<file path="src/rtl/hls_prim_units_if.sv">
// Signal bundle for hls_prim_units: adder operands/results, phi selection inputs/results
// and the last-block commit strobe. All signals are free-running; no handshake exists.
interface hls_prim_units_if #(
  parameter int ADD_WIDTH = 32,
  parameter int PHI_WIDTH = 8,
  parameter int NB_PAIR   = 2
);
  logic [ADD_WIDTH-1:0]         add_in0;
  logic [ADD_WIDTH-1:0]         add_in1;
  logic [ADD_WIDTH-1:0]         add_out;
  logic [ADD_WIDTH-1:0]         add_out_q;
  logic [NB_PAIR*PHI_WIDTH-1:0] phi_in;
  logic [NB_PAIR*32-1:0]        phi_s;
  logic [31:0]                  bb_id;
  logic                         bb_commit;
  logic [31:0]                  last_block;
  logic [PHI_WIDTH-1:0]         phi_out;
  logic                         phi_hit;
  logic [PHI_WIDTH-1:0]         phi_out_q;

  // Inputs are sampled every cycle; there is no valid/ready pairing on this bundle.
  modport slave (
    input  add_in0, add_in1, phi_in, phi_s, bb_id, bb_commit,
    output add_out, add_out_q, last_block, phi_out, phi_hit, phi_out_q
  );

  modport master (
    output add_in0, add_in1, phi_in, phi_s, bb_id, bb_commit,
    input  add_out, add_out_q, last_block, phi_out, phi_hit, phi_out_q
  );
endinterface

</file>
<file path="src/rtl/hls_prim_units.sv">
// HLS primitive units: wrapping adder, an empty port-less branch unit and a phi selector
// driven by a registered last-block id, each with a registered copy of its result.
module hls_add #(
  parameter int W = 32
) (
  input  logic [W-1:0] a_i,
  input  logic [W-1:0] b_i,
  output logic [W-1:0] sum_o
);
  assign sum_o = a_i + b_i;
endmodule

module hls_br_dummy;
endmodule

module hls_phi #(
  parameter int PW = 8,
  parameter int NB = 2
) (
  input  logic [NB*PW-1:0] in_i,
  input  logic [NB*32-1:0] s_i,
  input  logic [31:0]      last_block_i,
  output logic [PW-1:0]    out_o,
  output logic             hit_o
);
  // Scan from the top index down so the lowest matching index wins.
  always_comb begin
    out_o = '0;
    hit_o = 1'b0;
    for (int i = NB - 1; i >= 0; i--) begin
      if (s_i[i*32 +: 32] == last_block_i) begin
        out_o = in_i[i*PW +: PW];
        hit_o = 1'b1;
      end
    end
  end
endmodule

module hls_prim_units #(
  parameter int ADD_WIDTH = 32,
  parameter int PHI_WIDTH = 8,
  parameter int NB_PAIR   = 2
) (
  input  logic             clk,
  input  logic             rst,
  hls_prim_units_if.slave  bus
);
  logic [ADD_WIDTH-1:0] add_sum;
  logic [PHI_WIDTH-1:0] phi_val;
  logic                 phi_hit;

  logic [31:0]          last_block_q, last_block_d;
  logic [ADD_WIDTH-1:0] add_sum_q;
  logic [PHI_WIDTH-1:0] phi_val_q;

  hls_add #(.W(ADD_WIDTH)) u_add (
    .a_i   (bus.add_in0),
    .b_i   (bus.add_in1),
    .sum_o (add_sum)
  );

  hls_br_dummy u_br_dummy ();

  // Phi looks at the registered id, so a commit is visible one cycle later.
  hls_phi #(.PW(PHI_WIDTH), .NB(NB_PAIR)) u_phi (
    .in_i         (bus.phi_in),
    .s_i          (bus.phi_s),
    .last_block_i (last_block_q),
    .out_o        (phi_val),
    .hit_o        (phi_hit)
  );

  always_comb begin
    last_block_d = last_block_q;
    if (bus.bb_commit) last_block_d = bus.bb_id;
  end

  always_ff @(posedge clk or posedge rst) begin
    if (rst) begin
      last_block_q <= '0;
      add_sum_q    <= '0;
      phi_val_q    <= '0;
    end else begin
      last_block_q <= last_block_d;
      add_sum_q    <= add_sum;
      phi_val_q    <= phi_val;
    end
  end

  assign bus.add_out    = add_sum;
  assign bus.add_out_q  = add_sum_q;
  assign bus.phi_out    = phi_val;
  assign bus.phi_hit    = phi_hit;
  assign bus.phi_out_q  = phi_val_q;
  assign bus.last_block = last_block_q;
endmodule

</file>
<file path="src/flat_wrapper.sv">
// flat-port wrapper written by rule: the top's interface ports become plain ports
module hls_prim_units_flat 
#(
  parameter int ADD_WIDTH = 32,
  parameter int PHI_WIDTH = 8,
  parameter int NB_PAIR   = 2
)
  (clk, rst, bus_add_in0, bus_add_in1, bus_phi_in, bus_phi_s, bus_bb_id, bus_bb_commit, bus_add_out, bus_add_out_q, bus_last_block, bus_phi_out, bus_phi_hit, bus_phi_out_q);
  hls_prim_units_if #(.ADD_WIDTH(ADD_WIDTH), .PHI_WIDTH(PHI_WIDTH), .NB_PAIR(NB_PAIR)) bus_i ();
  input  logic clk;
  input  logic rst;
  input wire logic [$bits(bus_i.add_in0)-1:0] bus_add_in0;
  input wire logic [$bits(bus_i.add_in1)-1:0] bus_add_in1;
  input wire logic [$bits(bus_i.phi_in)-1:0] bus_phi_in;
  input wire logic [$bits(bus_i.phi_s)-1:0] bus_phi_s;
  input wire logic [$bits(bus_i.bb_id)-1:0] bus_bb_id;
  input wire logic [$bits(bus_i.bb_commit)-1:0] bus_bb_commit;
  output wire logic [$bits(bus_i.add_out)-1:0] bus_add_out;
  output wire logic [$bits(bus_i.add_out_q)-1:0] bus_add_out_q;
  output wire logic [$bits(bus_i.last_block)-1:0] bus_last_block;
  output wire logic [$bits(bus_i.phi_out)-1:0] bus_phi_out;
  output wire logic [$bits(bus_i.phi_hit)-1:0] bus_phi_hit;
  output wire logic [$bits(bus_i.phi_out_q)-1:0] bus_phi_out_q;
  assign bus_i.add_in0 = bus_add_in0;
  assign bus_i.add_in1 = bus_add_in1;
  assign bus_i.phi_in = bus_phi_in;
  assign bus_i.phi_s = bus_phi_s;
  assign bus_i.bb_id = bus_bb_id;
  assign bus_i.bb_commit = bus_bb_commit;
  assign bus_add_out = bus_i.add_out;
  assign bus_add_out_q = bus_i.add_out_q;
  assign bus_last_block = bus_i.last_block;
  assign bus_phi_out = bus_i.phi_out;
  assign bus_phi_hit = bus_i.phi_hit;
  assign bus_phi_out_q = bus_i.phi_out_q;
  hls_prim_units #(.ADD_WIDTH(ADD_WIDTH), .PHI_WIDTH(PHI_WIDTH), .NB_PAIR(NB_PAIR)) u_core (.clk(clk), .rst(rst), .bus(bus_i));
endmodule
</file>
<file path="config.mk">
export PLATFORM = sky130hd
export DESIGN_NAME = hls_prim_units_flat
export DESIGN_NICKNAME = d
export VERILOG_FILES = /design/src/rtl/hls_prim_units_if.sv /design/src/rtl/hls_prim_units.sv /design/src/flat_wrapper.sv
export SDC_FILE = /design/constraint.sdc
export NUM_CORES = 1
export LEC_CHECK = 0
export BUFFER_PORTS_ARGS = -buffer_cell sky130_fd_sc_hd__buf_2
export CAP_MARGIN = 20
export CORE_AREA = 2 2 115 117
export CTS_BUF_LIST = sky130_fd_sc_hd__clkbuf_8
export DETAILED_ROUTE_END_ITERATION = 12
export DIE_AREA = 0 0 117 119
export PLACE_DENSITY = 0.71
export RECOVER_POWER = 100
export REMOVE_ABC_BUFFERS = 1
export SETUP_SLACK_MARGIN = 0.05
export SLEW_MARGIN = 20
export SYNTH_ARGS = -nofsm -noshare
export SYNTH_HDL_FRONTEND = slang
export SYNTH_SLANG_ARGS = --single-unit
</file>
<file path="constraint.sdc">
create_clock -name clk -period 9.1 [get_ports clk]
set_input_delay 1.82 -clock clk [delete_from_list [all_inputs] [get_ports clk]]
set_output_delay 1.82 -clock clk [all_outputs]
set_load 0.01 [all_outputs]
</file>
* Yosys cells after proc, flatten, opt, wreduce, memory -nomap -nowiden
Cells that the tools add are included.
** Word-level totals
- Register bits :: 72
- Input bits :: 179
- Output and inout port bits :: 113
- Logic and storage cells :: 10
** Operators by class
- $add $sub $neg :: 1
- Equality and inequality tests :: 2
- Muxes and demuxes :: 4
** Operators by type and width (number)
- 32-bit == test :: 2
- 32-bit adder :: 1
- 8-bit 2-to-1 mux :: 2
- 1-bit 2-to-1 mux :: 2

* Longest topological paths before layout
Gate-level depths: netlist of run 1.
- Word-level depth :: 3
- Depth in mapped cells :: 9
- Gate-level depth less buffers :: 9

* By module
A second synthesis of run 1 with hierarchy kept.
** Unflattened totals
- Cells, all modules :: 453
- Area, all modules :: 4976.0 um2
** By module, submodules not included
- hls_prim_units :: times used 1, cells an instance 109, area an instance 2349.8 um2, sequential area each 1801.7 um2
- hls_add :: times used 1, cells an instance 241, area an instance 1744.2 um2, sequential area each 0.0 um2
- hls_phi :: times used 1, cells an instance 103, area an instance 882.1 um2, sequential area each 0.0 um2

* Least setup slack after synthesis of run 1
Ideal clock, no wire load.
- Path type :: input to output
- From :: input bus_add_in1[0]
- To :: output bus_add_out[28]
- Arrival time :: 4.075 ns
- Required time :: 7.280 ns
- Path slack :: 3.205 ns
- Stages :: 9
- Buffers on the path :: 0
- Path through :: ha_1 > fa_1 > a21o_2 > a221o_1 > a211oi_1 > o21ai_1 > o31ai_2 > o21ai_1 > xnor2_1
** Between the ends
- Cells in the longest elaborated chain, start to end :: 1
** Ends and longest elaborated chain
- start: declaration :: line flat_wrapper.sv:13 : input wire logic [$bits(bus_i.add_in1)-1:0] bus_add_in1;
- 32-bit adder :: line hls_prim_units.sv:10 : assign sum_o = a_i + b_i;
- end: declaration :: line flat_wrapper.sv:18 : output wire logic [$bits(bus_i.add_out)-1:0] bus_add_out;
Every way passes these cells.

* Final worst setup path of run 1
Same ends and word-level chain as after synthesis.

==> results of run 1 <==
registers in the layout, summed over array words and instances (netlist names):
name                   count
u_core.bus.add_out_q      32
u_core.bus.last_block     32
u_core.bus.phi_out_q       8
synth_stat cells, types with 4 or more instances:
| master | number | share of area (%) |
|---|---|---|
| sky130_fd_sc_hd__xor2_1 | 43 | 8.0 |
| sky130_fd_sc_hd__nand2_1 | 29 | 2.3 |
| sky130_fd_sc_hd__a21o_1 | 12 | 1.9 |
| sky130_fd_sc_hd__nand4_1 | 14 | 1.9 |
| sky130_fd_sc_hd__clkbuf_1 | 4 | 0.32 |
| sky130_fd_sc_hd__o21bai_1 | 4 | 0.64 |
| sky130_fd_sc_hd__mux2_2 | 32 | 7.7 |
| sky130_fd_sc_hd__o21ai_1 | 6 | 0.64 |
| sky130_fd_sc_hd__ha_1 | 31 | 8.3 |
| sky130_fd_sc_hd__and3_1 | 4 | 0.53 |
| sky130_fd_sc_hd__inv_1 | 13 | 1.0 |
| sky130_fd_sc_hd__nand3_1 | 12 | 1.3 |
| sky130_fd_sc_hd__a21oi_1 | 31 | 3.3 |
| sky130_fd_sc_hd__o21ai_0 | 21 | 2.2 |
| sky130_fd_sc_hd__nor2_1 | 12 | 0.96 |
| sky130_fd_sc_hd__nor4_1 | 13 | 1.7 |
| sky130_fd_sc_hd__xnor2_1 | 51 | 9.5 |
| sky130_fd_sc_hd__nor3_1 | 7 | 0.75 |
| sky130_fd_sc_hd__dfrtp_1 | 72 | 38 |
placed cells by master, fill, tap and decap left out, types with 14 or more instances in the layout:
master / instances
sky130_fd_sc_hd__buf_2: 175
sky130_fd_sc_hd__clkbuf_1: 117
sky130_fd_sc_hd__dfrtp_1: 72
sky130_fd_sc_hd__xnor2_1: 51
sky130_fd_sc_hd__xor2_1: 43
sky130_fd_sc_hd__mux2_2: 32
sky130_fd_sc_hd__a21oi_1: 31
sky130_fd_sc_hd__ha_1: 31
sky130_fd_sc_hd__nand2_1: 29
sky130_fd_sc_hd__o21ai_0: 26
sky130_fd_sc_hd__nand4_1: 14
worst register-to-register path, delay by kind of cell (launching register included):
| kind | cells | cell delay [ps] |
|---|---|---|
| AOI/OAI and AO/OA | 1 | 430 |
| xor gates and xnor gates | 1 | 160 |
| DFF | 1 | 440 |
| and+or+nand+nor | 3 | 1160 |
power breakdown:
group / internal, mW / switching (mW) / total, mW
logic: 0.148 / 0.208 / 0.356
clock network: 0.205 / 0.126 / 0.332
registers: 0.365 / 0.0322 / 0.397
cell type report:
cell class                 count  area (µm²)  area share (%)
clock inverter                 4        98.8            1.54
sequential                    72        1800            28.1
multi-input combinational    360        2760            43.0
inverter                      13        50.0           0.780
tap                          176         220            3.43
timing repair buffer         292        1320            20.5
antenna                        3        7.51           0.117
clock buffer                  12         165            2.57
how the worst max path moves through the flow:
stage                               from               to  cells after the start
after floorplan           bus_add_in1[0]  bus_add_out[28]                      9
after global placement    bus_add_in1[0]  bus_add_out[28]                     11
after detailed placement  bus_add_in1[0]  bus_add_out[28]                     11
after CTS                 bus_add_in1[0]  bus_add_out[28]                     11
after global routing      bus_add_in1[0]  bus_add_out[28]                     11
final                     bus_add_in1[0]  bus_add_out[28]                     11
routing by layer:
layer	vias to the layer above	track usage (%)	wire length, µm
met1	2172	24.8	6270
met4	0	8.09	348
li1	2246	-	-
met2	178	40.1	8250
met3	24	5.34	1140
met5	-	0	0
through the flow:
stage	hold slack [ps]	total power, mW	instances
6_report	608	1.08	932
5_1_grt	642	1.15	932
3_3_place_gp	579	0.778	913
4_1_cts	605	1.11	929
3_5_place_dp	587	0.781	913
2_1_floorplan	629	0.605	445
cell families after synthesis:
family,Yosys count,synth area share [%]
AO/OA/AOI/OAI,103,14.5
XOR/XNOR,94,17.6
adder cells (fa/ha/maj),32,8.70
buffers and inverters,24,2.32
flip-flops,72,38.4
multiplexers,33,7.90
AND/OR/NAND/NOR,98,10.6
==> flow_metrics.py, run 1 <==
metrics = {
    "min_path": {
        "min_from": "u_core.bus.last_block[11]",
        "worstHoldPathCells": 1,
        "endpoint_worst_hold": "u_core.bus.last_block[11]",
        "hold_crit_class": "reg2reg",
    },
    "clock_network": {
        "post-cts-setup-buffer-count": 0,
        "ctsResizeCount": 0,
        "cts.path.max_buffers": 2,
        "cts-root-buf": "sky130_fd_sc_hd__clkbuf_8",
        "cts_htree_levels": 3,
        "clock-sinks": 72,
        "clock_insertion_delay_worst_skew_ps": 350,
        "numCtsBuffers": 9,
        "clock_tree_from_tritoncts": "yes",
        "cts_hold_buf": 0,
        "cts.reportedPaths.clkPinSlew_ps": 80,
    },
    "timing": {
        "max_frequency_mhz": 151,
        "min_period_ps": 6610,
        "fin_skew_ps": 6.74,
        "worstMarginPinSlew_ps": 3990,
        "timing_hold_violations_final": 0,
        "final.period_utilization_pct": 72.6,
        "setup_viol": 0,
        "relSlewSlack_pct": -166,
        "totalNegativeSetupSlack_ps": 0,
        "post_layout_worst_setup_margin_ps": 2490,
        "slew_violations": 106,
        "rsz0062_at_grt": "false",
    },
    "synthesis": {
        "ys_ff_latch": 72,
        "synth_top_flop_cell": "sky130_fd_sc_hd__dfrtp_1",
        "syn_avg_cell_area_um2": 10.3,
        "synth.distinct_cells": 52,
        "synth-warning-count": 0,
        "synth_enable_flop_cells": 0,
        "seq_area_frac_synth_pct": 38.4,
        "post_synth_inst_count": 456,
        "synth-async-reset-ratio_pct": 100,
        "syn-cell-area_mm2": 0.00469,
    },
    "status": {
        "failing_checks": "max-capacitance violations, max-slew violations",
        "run_status": "finished with violations",
    },
    "floorplan": {
        "floorplan.die.height_um": 119,
        "initial_core_util_pct": 36.4,
        "dieWidth_um": 117,
        "design.die.area_mm2": 0.0139,
        "placementRows": 42,
        "core_region_area_mm2": 0.0129,
        "num_io_pins": 292,
    },
    "critical_path": {
        "critical_path_arrival_ps": 4790,
        "cpMaxStageDelayCell": "sky130_fd_sc_hd__o31ai_1",
        "critical_path.max_stage_delay_ps": 460,
        "timing.critical_path.cells": "buf_2 -> ha_1 -> fa_1 -> a21o_2 -> a221o_1 -> a211oi_1 -> o21ai_0 -> o31ai_1 -> o21ai_0 -> xnor2_1 -> clkbuf_1",
        "criticalPathCategory": "in2out",
        "critical_path_required_ps": 7280,
        "reg2reg_setup_slack_ps": 6800,
        "worst_path_dominant_cell_family": "compound AO/OA/AOI/OAI gates",
        "critical_path_buf_inv_count": 2,
        "reg2regPathDepth": 5,
        "r2r-end": "u_core.bus.phi_out_q[0]",
        "worst_setup_path_end_kind": "output port",
        "crit-reg2reg-launch": "u_core.bus.last_block[13]",
        "critical_path.startpoint_type": "primary input",
        "critical_path.most_common_cell": "sky130_fd_sc_hd__o21ai_0",
        "maximum_fanout_along_the_worst_path": 5,
    },
    "cells_and_area": {
        "final_area_mm2": 0.00641,
        "n_fill_cell": 1293,
        "area_growth_syn_to_layout_pct": 36.8,
        "final_nets": 959,
        "final_layout_size_suffix_gt1_share_pct": 30.8,
        "fin_util_pct": 49.8,
    },
    "placed_design": {
        "gp_congestion": 0.908,
        "pre_cts_ws_ps": 2670,
        "dp.final_hpwl_mm": 13.2,
        "post_dp_cell_area_mm2": 0.00631,
        "io_buffers": 291,
    },
    "drt": {
        "drt_first_iter_violations": 247,
        "vias_per_cell": 4.96,
        "detailedRoute.firstPassIterationCount": 4,
        "remaining_drc_errors": 0,
        "postRouteWirelength_mm": 16.0,
        "route.vias.total": 4620,
        "drtAntennaViolNets": 0,
        "routedWlPerCell_um": 17.2,
    },
    "global_route": {
        "largest_net_degree_at_the_start_of_global_routing": 73,
        "first_global_vias": 4471,
        "antenna_found_initial": 3,
        "grt_pass1_wl_mm": 23.4,
        "globalRouteOverflowTotal": 0,
        "gr-usage-all-layers_pct": 22.2,
    },
    "power": {
        "vdd_drop_max_v": 0.0000611,
        "p_leak_nw": 2.97,
        "p_per_area_mw_per_mm2": 169,
    },
    "flow_run": {
        "cap_violations": 2,
    },
}
Power figures use the tool's default switching activity.
==> run 2, diff against run 1 <==
--- a/config.mk
+++ b/config.mk
@@ -5,13 +5,14 @@
 export SDC_FILE = /design/constraint.sdc
 export NUM_CORES = 1
 export LEC_CHECK = 0
+export ABC_AREA = 1
 export BUFFER_PORTS_ARGS = -buffer_cell sky130_fd_sc_hd__buf_2
 export CAP_MARGIN = 20
-export CORE_AREA = 2 2 115 117
+export CORE_MARGIN = 2
+export CORE_UTILIZATION = 48
 export CTS_BUF_LIST = sky130_fd_sc_hd__clkbuf_8
 export DETAILED_ROUTE_END_ITERATION = 12
-export DIE_AREA = 0 0 117 119
-export PLACE_DENSITY = 0.71
+export PLACE_DENSITY = 0.84
 export RECOVER_POWER = 100
 export REMOVE_ABC_BUFFERS = 1
 export SETUP_SLACK_MARGIN = 0.05
==> constraint.sdc (replaced) <==
create_clock -name clk -period 6.4 [get_ports clk]
set_input_delay 1.28 -clock clk [delete_from_list [all_inputs] [get_ports clk]]
set_output_delay 1.28 -clock clk [all_outputs]
set_load 0.01 [all_outputs]
==> flow_metrics.py, run 2 <==
metrics = {
    "timing": {
        "slew_violations": 64,
        "totalNegativeSetupSlack_ps": 0,
        "max_frequency_mhz": 226,
        "worstMarginPinSlew_ps": 2420,
        "relSlewSlack_pct": -61.6,
        "final.period_utilization_pct": 69.0,
        "worst_hold_check_slack_ps": 596,
        "min_period_ps": 4420,
        "setup_viol": 0,
        "fin_skew_ps": 3.70,
        "timing_hold_violations_final": 0,
        "post_layout_worst_setup_margin_ps": 1980,
        "rsz0062_at_grt": "false",
    },
    "cells_and_area": {
        "layout.cells.most_common": "sky130_fd_sc_hd__nand2_1",
        "final_layout_size_suffix_gt1_share_pct": 17.3,
        "final_nets": 1411,
        "multiInputGateArea_mm2": 0.00319,
        "fin_util_pct": 63.9,
        "area_growth_syn_to_layout_pct": 29.8,
        "layout.cells.most_common_list": "396 x sky130_fd_sc_hd__nand2_1, 176 x sky130_fd_sc_hd__buf_2, 154 x sky130_fd_sc_hd__inv_1, 115 x sky130_fd_sc_hd__clkbuf_1, 72 x sky130_fd_sc_hd__dfrtp_1",
        "n_fill_cell": 1141,
        "storage_cell_area_mm2": 0.00180,
    },
    "synthesis": {
        "synth-async-reset-ratio_pct": 100,
        "synth-warning-count": 0,
        "post_synth_fa_ha_maj_area_fraction_pct": 7.22,
        "synth.distinct_cells": 27,
        "yosys_top_cell_by_area": "sky130_fd_sc_hd__dfrtp_1",
        "synth_compound_area_share_pct": 5.58,
        "syn-cell-area_mm2": 0.00565,
        "combinational_family_with_the_most_area_after_synthesis": "simple AND/OR/NAND/NOR gates",
        "ys_top_cells_by_area": "sky130_fd_sc_hd__dfrtp_1 32%, sky130_fd_sc_hd__nand2_1 26%, sky130_fd_sc_hd__inv_1 10%",
        "post_synth_inst_count": 904,
        "yosysTopAreaCellShare_pct": 31.9,
        "syn_avg_cell_area_um2": 6.25,
        "synth_top_flop_cell": "sky130_fd_sc_hd__dfrtp_1",
        "synth-simple-area-share_pct": 38.0,
        "ys_ff_latch": 72,
        "synth_enable_flop_cells": 0,
        "seq_area_frac_synth_pct": 31.9,
        "fraction_of_synthesized_area_in_multiplexers_pct": 0.199,
        "synth.most_common_cell": "sky130_fd_sc_hd__nand2_1",
        "post_synth_xor_area_fraction_pct": 5.89,
        "synth.top_cells.by_count": "392 x sky130_fd_sc_hd__nand2_1, 153 x sky130_fd_sc_hd__inv_1, 72 x sky130_fd_sc_hd__dfrtp_1",
    },
    "power": {
        "report.power.total_mw": 1.49,
        "cell_internal_pwr_uw": 949,
        "seq_power_share_pct": 36.8,
        "switching_share_pct": 36.1,
        "combPwrFrac_pct": 34.4,
        "vdd_drop_max_v": 0.000134,
        "p_leak_nw": 4.41,
        "p_per_area_mw_per_mm2": 203,
        "clock_network_fraction_of_design_power_pct": 28.9,
        "switching_component_of_the_power_uw": 537,
    },
    "placed_design": {
        "io_buffers": 291,
        "pre_cts_ws_ps": 2080,
        "gp_congestion": 0.932,
        "dp.final_hpwl_mm": 14.7,
    },
    "critical_path": {
        "worst_setup_path_end_kind": "output port",
        "worstSetupStartpoint": "bus_add_in1[0]",
        "critical_path_required_ps": 5120,
        "reg2reg_setup_slack_ps": 4240,
        "criticalPathCategory": "in2out",
        "maximum_fanout_along_the_worst_path": 3,
        "critical_path_arrival_ps": 3140,
        "r2r-end": "u_core.bus.phi_out_q[0]",
        "crit-reg2reg-launch": "u_core.bus.last_block[17]",
        "reg2regPathDepth": 10,
        "critical_path.startpoint_type": "primary input",
    },
    "clock_network": {
        "clock_insertion_delay_worst_skew_ps": 370,
        "clock-sinks": 72,
        "ctsResizeCount": 0,
        "cts.reportedPaths.clkPinSlew_ps": 70,
        "cts.path.max_buffers": 2,
        "cts_hold_buf": 0,
        "cts-root-buf": "sky130_fd_sc_hd__clkbuf_8",
        "numCtsBuffers": 9,
        "clock_tree_from_tritoncts": "yes",
        "post-cts-setup-buffer-count": 0,
        "cts_htree_levels": 3,
    },
    "floorplan": {
        "placementRows": 39,
        "initial_core_util_pct": 49.3,
        "design.die.area_mm2": 0.0127,
        "floorplan.die.height_um": 112,
        "dieWidth_um": 112,
        "core_region_area_mm2": 0.0115,
        "num_io_pins": 292,
    },
    "drt": {
        "drtAntennaViolNets": 0,
        "postRouteWirelength_mm": 17.8,
        "vias_per_cell": 4.88,
        "remaining_drc_errors": 0,
        "route.vias.total": 6579,
        "drt_first_iter_violations": 384,
        "detailedRoute.firstPassIterationCount": 6,
        "routedWlPerCell_um": 13.2,
    },
    "global_route": {
        "grt_pass1_wl_mm": 28.2,
        "largest_net_degree_at_the_start_of_global_routing": 73,
        "gr-usage-all-layers_pct": 27.9,
        "first_global_vias": 6279,
        "globalRouteOverflowTotal": 0,
        "antenna_found_initial": 1,
    },
    "status": {
        "run_status": "finished with violations",
        "failing_checks": "max-capacitance violations, max-slew violations",
    },
    "flow_run": {
        "cap_violations": 1,
    },
    "min_path": {
        "endpoint_worst_hold": "u_core.bus.last_block[29]",
        "min_from": "u_core.bus.last_block[29]",
        "hold_crit_class": "reg2reg",
        "worstHoldPathCells": 2,
    },
}
run 2: changes by cell type after synthesis, moves of 12 or more:
cell	before	now
sky130_fd_sc_hd__nor4_1	13	1
sky130_fd_sc_hd__a21o_1	12	0
sky130_fd_sc_hd__mux2_2	32	1
sky130_fd_sc_hd__xnor2_1	51	16
sky130_fd_sc_hd__nor2_1	12	65
sky130_fd_sc_hd__nand3_1	12	49
sky130_fd_sc_hd__inv_1	13	153
sky130_fd_sc_hd__nand2_1	29	392
sky130_fd_sc_hd__xor2_1	43	22
run 2: logic make-up after synthesis:
group,count (synthesis)
muxes,1
buffers and inverters,169
and+or+nand+nor,532
AOI/OAI and AO/OA,60
xor gates and xnor gates,38
DFF,72
adders and majority gates,32
run 2: worst max path at each step:
stage,endpoint,cells past startpoint
4_1_cts,bus_add_out[28],13
5_1_grt,bus_phi_out[5],12
2_1_floorplan,bus_add_out[16],10
3_3_place_gp,bus_add_out[28],13
3_5_place_dp,bus_add_out[20],12
6_report,bus_add_out[20],12
run 2: cell type report:
type / instances / share of cell area, %
clock inverters: 4 / 0.921
repair buffers: 292 / 18.0
inverters: 162 / 8.31
well taps: 143 / 2.44
multi-input cells: 663 / 43.5
diodes: 1 / 0.0341
clock buffers: 12 / 2.25
flip-flops and latches: 72 / 24.6
run 2: routing by layer:
metal	up-vias	GRT usage, %	wire length (µm)
met3	46	6.05	1180
met2	258	51.2	8920
met1	2943	30.8	7060
li1	3332	-	-
met4	0	12.5	658
met5	-	0	0
run 2: critical path, stage by stage:
cell                       delay (ps)
sky130_fd_sc_hd__buf_2            100
sky130_fd_sc_hd__ha_1             240
sky130_fd_sc_hd__fa_1             420
sky130_fd_sc_hd__nand2_1           90
sky130_fd_sc_hd__nand2_1           70
sky130_fd_sc_hd__and2_0           200
sky130_fd_sc_hd__nand3_1           90
sky130_fd_sc_hd__nand3b_1         180
sky130_fd_sc_hd__nand2_1          130
sky130_fd_sc_hd__nand3_1           80
sky130_fd_sc_hd__nand2_1          100
sky130_fd_sc_hd__clkbuf_1         150
run 2: power by group through the flow:
stage	Combinational, mW	Clock, mW	Sequential [mW]
5_1_grt	0.573	0.456	0.552
4_1_cts	0.538	0.436	0.544
3_3_place_gp	0.525	0	0.552
3_5_place_dp	0.535	0	0.553
2_1_floorplan	0.275	0	0.580
6_report	0.511	0.429	0.547
run 2: through the flow:
stage	area (µm²)	instances
6_report	7330	1349
5_1_grt	7330	1348
4_1_cts	7500	1348
3_5_place_dp	7270	1332
3_3_place_gp	7270	1332
2_1_floorplan	5620	897
==> run 3, diff against run 2 <==
--- a/config.mk
+++ b/config.mk
@@ -5,14 +5,14 @@
 export SDC_FILE = /design/constraint.sdc
 export NUM_CORES = 1
 export LEC_CHECK = 0
-export ABC_AREA = 1
+export ABC_AREA = 0
 export BUFFER_PORTS_ARGS = -buffer_cell sky130_fd_sc_hd__buf_2
 export CAP_MARGIN = 20
-export CORE_MARGIN = 2
-export CORE_UTILIZATION = 48
+export CORE_AREA = 2 2 112 114
 export CTS_BUF_LIST = sky130_fd_sc_hd__clkbuf_8
 export DETAILED_ROUTE_END_ITERATION = 12
-export PLACE_DENSITY = 0.84
+export DIE_AREA = 0 0 114 116
+export PLACE_DENSITY = 0.74
 export RECOVER_POWER = 100
 export REMOVE_ABC_BUFFERS = 1
 export SETUP_SLACK_MARGIN = 0.05
==> constraint.sdc (replaced) <==
create_clock -name clk -period 4.4 [get_ports clk]
set_input_delay 0.88 -clock clk [delete_from_list [all_inputs] [get_ports clk]]
set_output_delay 0.88 -clock clk [all_outputs]
set_load 0.01 [all_outputs]
==> flow_metrics.py, run 3 (synthesized netlist as in run 1, its figures left out) <==
metrics = {
    "floorplan": {
        "placementRows": 40,
        "initial_core_util_pct": 39.4,
        "num_io_pins": 292,
        "design.die.area_mm2": 0.0132,
        "dieWidth_um": 114,
        "core_region_area_mm2": 0.0119,
        "floorplan.die.height_um": 116,
    },
    "cells_and_area": {
        "final_area_mm2": 0.00645,
        "final_layout_size_suffix_gt1_share_pct": 32.9,
        "final_nets": 968,
        "area_growth_syn_to_layout_pct": 37.5,
        "layout.cells.most_common": "sky130_fd_sc_hd__buf_2",
        "layout.cells.most_common_list": "175 x sky130_fd_sc_hd__buf_2, 114 x sky130_fd_sc_hd__clkbuf_1, 72 x sky130_fd_sc_hd__dfrtp_1, 51 x sky130_fd_sc_hd__xnor2_1, 43 x sky130_fd_sc_hd__xor2_1",
    },
    "drt": {
        "drt_first_iter_violations": 181,
        "detailedRoute.firstPassIterationCount": 4,
        "route.vias.total": 4578,
        "routedWlPerCell_um": 17.2,
        "drtAntennaViolNets": 0,
        "postRouteWirelength_mm": 15.7,
        "remaining_drc_errors": 0,
        "vias_per_cell": 5.02,
    },
    "timing": {
        "setup_viol": 0,
        "post_layout_worst_setup_margin_ps": 148,
        "final.period_utilization_pct": 96.6,
        "worstMarginPinSlew_ps": 1930,
        "fin_skew_ps": 8.81,
        "min_period_ps": 4250,
        "slew_violations": 108,
        "max_frequency_mhz": 235,
        "relSlewSlack_pct": -28.7,
        "timing_hold_violations_final": 0,
        "worst_hold_check_slack_ps": 606,
        "rsz0062_at_grt": "true",
    },
    "critical_path": {
        "criticalPathCategory": "in2out",
        "worst_setup_path_end_kind": "output port",
        "critical_path_arrival_ps": 3370,
        "reg2regPathDepth": 6,
        "maximum_fanout_along_the_worst_path": 4,
        "critical_path_required_ps": 3520,
        "r2r-end": "u_core.bus.phi_out_q[7]",
        "reg2reg_setup_slack_ps": 2230,
        "critical_path.startpoint_type": "primary input",
        "crit-reg2reg-launch": "u_core.bus.last_block[25]",
    },
    "clock_network": {
        "cts_hold_buf": 0,
        "cts.reportedPaths.clkPinSlew_ps": 70,
        "clock_tree_from_tritoncts": "yes",
        "numCtsBuffers": 9,
        "clock-sinks": 72,
        "cts-root-buf": "sky130_fd_sc_hd__clkbuf_8",
        "cts.path.max_buffers": 2,
        "clock_insertion_delay_worst_skew_ps": 350,
        "cts_htree_levels": 3,
    },
    "global_route": {
        "antenna_found_initial": 3,
        "largest_net_degree_at_the_start_of_global_routing": 38,
        "gr-usage-all-layers_pct": 22.7,
        "grt_pass1_wl_mm": 22.8,
        "first_global_vias": 4336,
        "globalRouteOverflowTotal": 0,
    },
    "flow_run": {
        "cap_violations": 3,
    },
    "power": {
        "vdd_drop_max_v": 0.000114,
        "p_leak_nw": 2.99,
        "cell_internal_pwr_mw": 1.31,
        "combPwrFrac_pct": 36.6,
        "switching_share_pct": 36.6,
        "clock_network_fraction_of_design_power_pct": 23.8,
        "seq_power_share_pct": 39.5,
        "p_per_area_mw_per_mm2": 321,
        "switching_component_of_the_power_uw": 757,
    },
    "min_path": {
        "min_from": "u_core.bus.last_block[8]",
        "worstHoldPathCells": 1,
        "hold_crit_class": "reg2reg",
        "endpoint_worst_hold": "u_core.bus.last_block[8]",
    },
    "placed_design": {
        "post_dp_cell_area_mm2": 0.00631,
        "pre_cts_ws_ps": -72.1,
        "gp_congestion": 0.893,
        "dp.final_hpwl_mm": 13.0,
        "io_buffers": 291,
    },
    "status": {
        "failing_checks": "max-capacitance violations, max-slew violations",
        "run_status": "finished with violations",
    },
}
[run 3: cell count changes in the layout (fill, tap and decap cells not counted), moves of 10 or more]
cell / change
sky130_fd_sc_hd__nand3_1: -37
sky130_fd_sc_hd__mux2_2: +31
sky130_fd_sc_hd__xnor2_1: +35
sky130_fd_sc_hd__xor2_1: +21
sky130_fd_sc_hd__nor2_1: -54
sky130_fd_sc_hd__nor4_1: +12
sky130_fd_sc_hd__a21o_1: +12
sky130_fd_sc_hd__inv_1: -141
sky130_fd_sc_hd__nand2_1: -367
sky130_fd_sc_hd__nand4_1: +10
[run 3: per-layer routing]
metal	wire length, µm	GRT usage (%)	share of wire, %	vias to the layer above
li1	-	-	-	2250
met1	6210	26.4	40	2116
met2	8030	41.0	51	188
met3	1180	5.54	7.5	24
met4	293	7.72	1.9	0
met5	0	0	0	-
[run 3: area by class of cell]
cell class | instances | area, µm²
antenna | 3 | 7.51
clock buffer | 11 | 151
clock inverter | 5 | 32.5
fill | 1158 | 5460
inverter | 13 | 50.0
multi-input combinational | 360 | 2820
sequential | 72 | 1800
tap | 147 | 184
timing repair buffer | 301 | 1400
[run 3: worst max-delay path by stage]
stage	from	endpoint	slack (ps)	cells past startpoint
2_1_floorplan	bus_add_in1[0]	bus_add_out[28]	390	9
3_3_place_gp	bus_add_in1[0]	bus_add_out[28]	-60	11
3_5_place_dp	bus_add_in1[0]	bus_add_out[28]	-70	11
4_1_cts	bus_add_in1[0]	bus_add_out[26]	60	11
5_1_grt	bus_add_in1[1]	bus_add_out[31]	20	10
6_report	bus_add_in1[1]	bus_add_out[31]	150	10
[run 3: metrics by stage]
stage | std cells | total power [mW] | setup TNS, ps | utilization (%)
6_report | 912 | 2.07 | 0 | 54.1
4_1_cts | 904 | 2.11 | 0 | 54.7
2_1_floorplan | 445 | 1.25 | 0 | -
3_5_place_dp | 888 | 1.61 | -114 | 53.0
5_1_grt | 909 | 2.20 | 0 | 54.1
3_3_place_gp | 888 | 1.60 | -70.7 | 53.0
[run 3: repair_timing]
| action | CTS | global route |
|---|---|---|
| resized for setup | 3 | 9 |
| pin swaps | 2 | 9 |
| endpoints found under the setup margin | 4 | 10 |
| buffers inserted | 0 | 5 |
[run 3: worst max-delay path: stages]
cell	delay, ps
sky130_fd_sc_hd__clkbuf_1	110
sky130_fd_sc_hd__ha_1	330
sky130_fd_sc_hd__a211oi_2	270
sky130_fd_sc_hd__o21bai_1	190
sky130_fd_sc_hd__o2111a_1	310
sky130_fd_sc_hd__o31a_1	380
sky130_fd_sc_hd__o21ai_0	390
sky130_fd_sc_hd__o21ai_1	150
sky130_fd_sc_hd__xnor2_1	200
sky130_fd_sc_hd__buf_2	170
[run 3: power by group through the flow]
stage | combinational, mW | clock, mW | sequential [mW]
global route | 0.831 | 0.538 | 0.829
floorplan | 0.382 | 0 | 0.869
CTS | 0.788 | 0.503 | 0.816
detailed placement | 0.781 | 0 | 0.828
finish | 0.758 | 0.494 | 0.819
global placement | 0.775 | 0 | 0.825
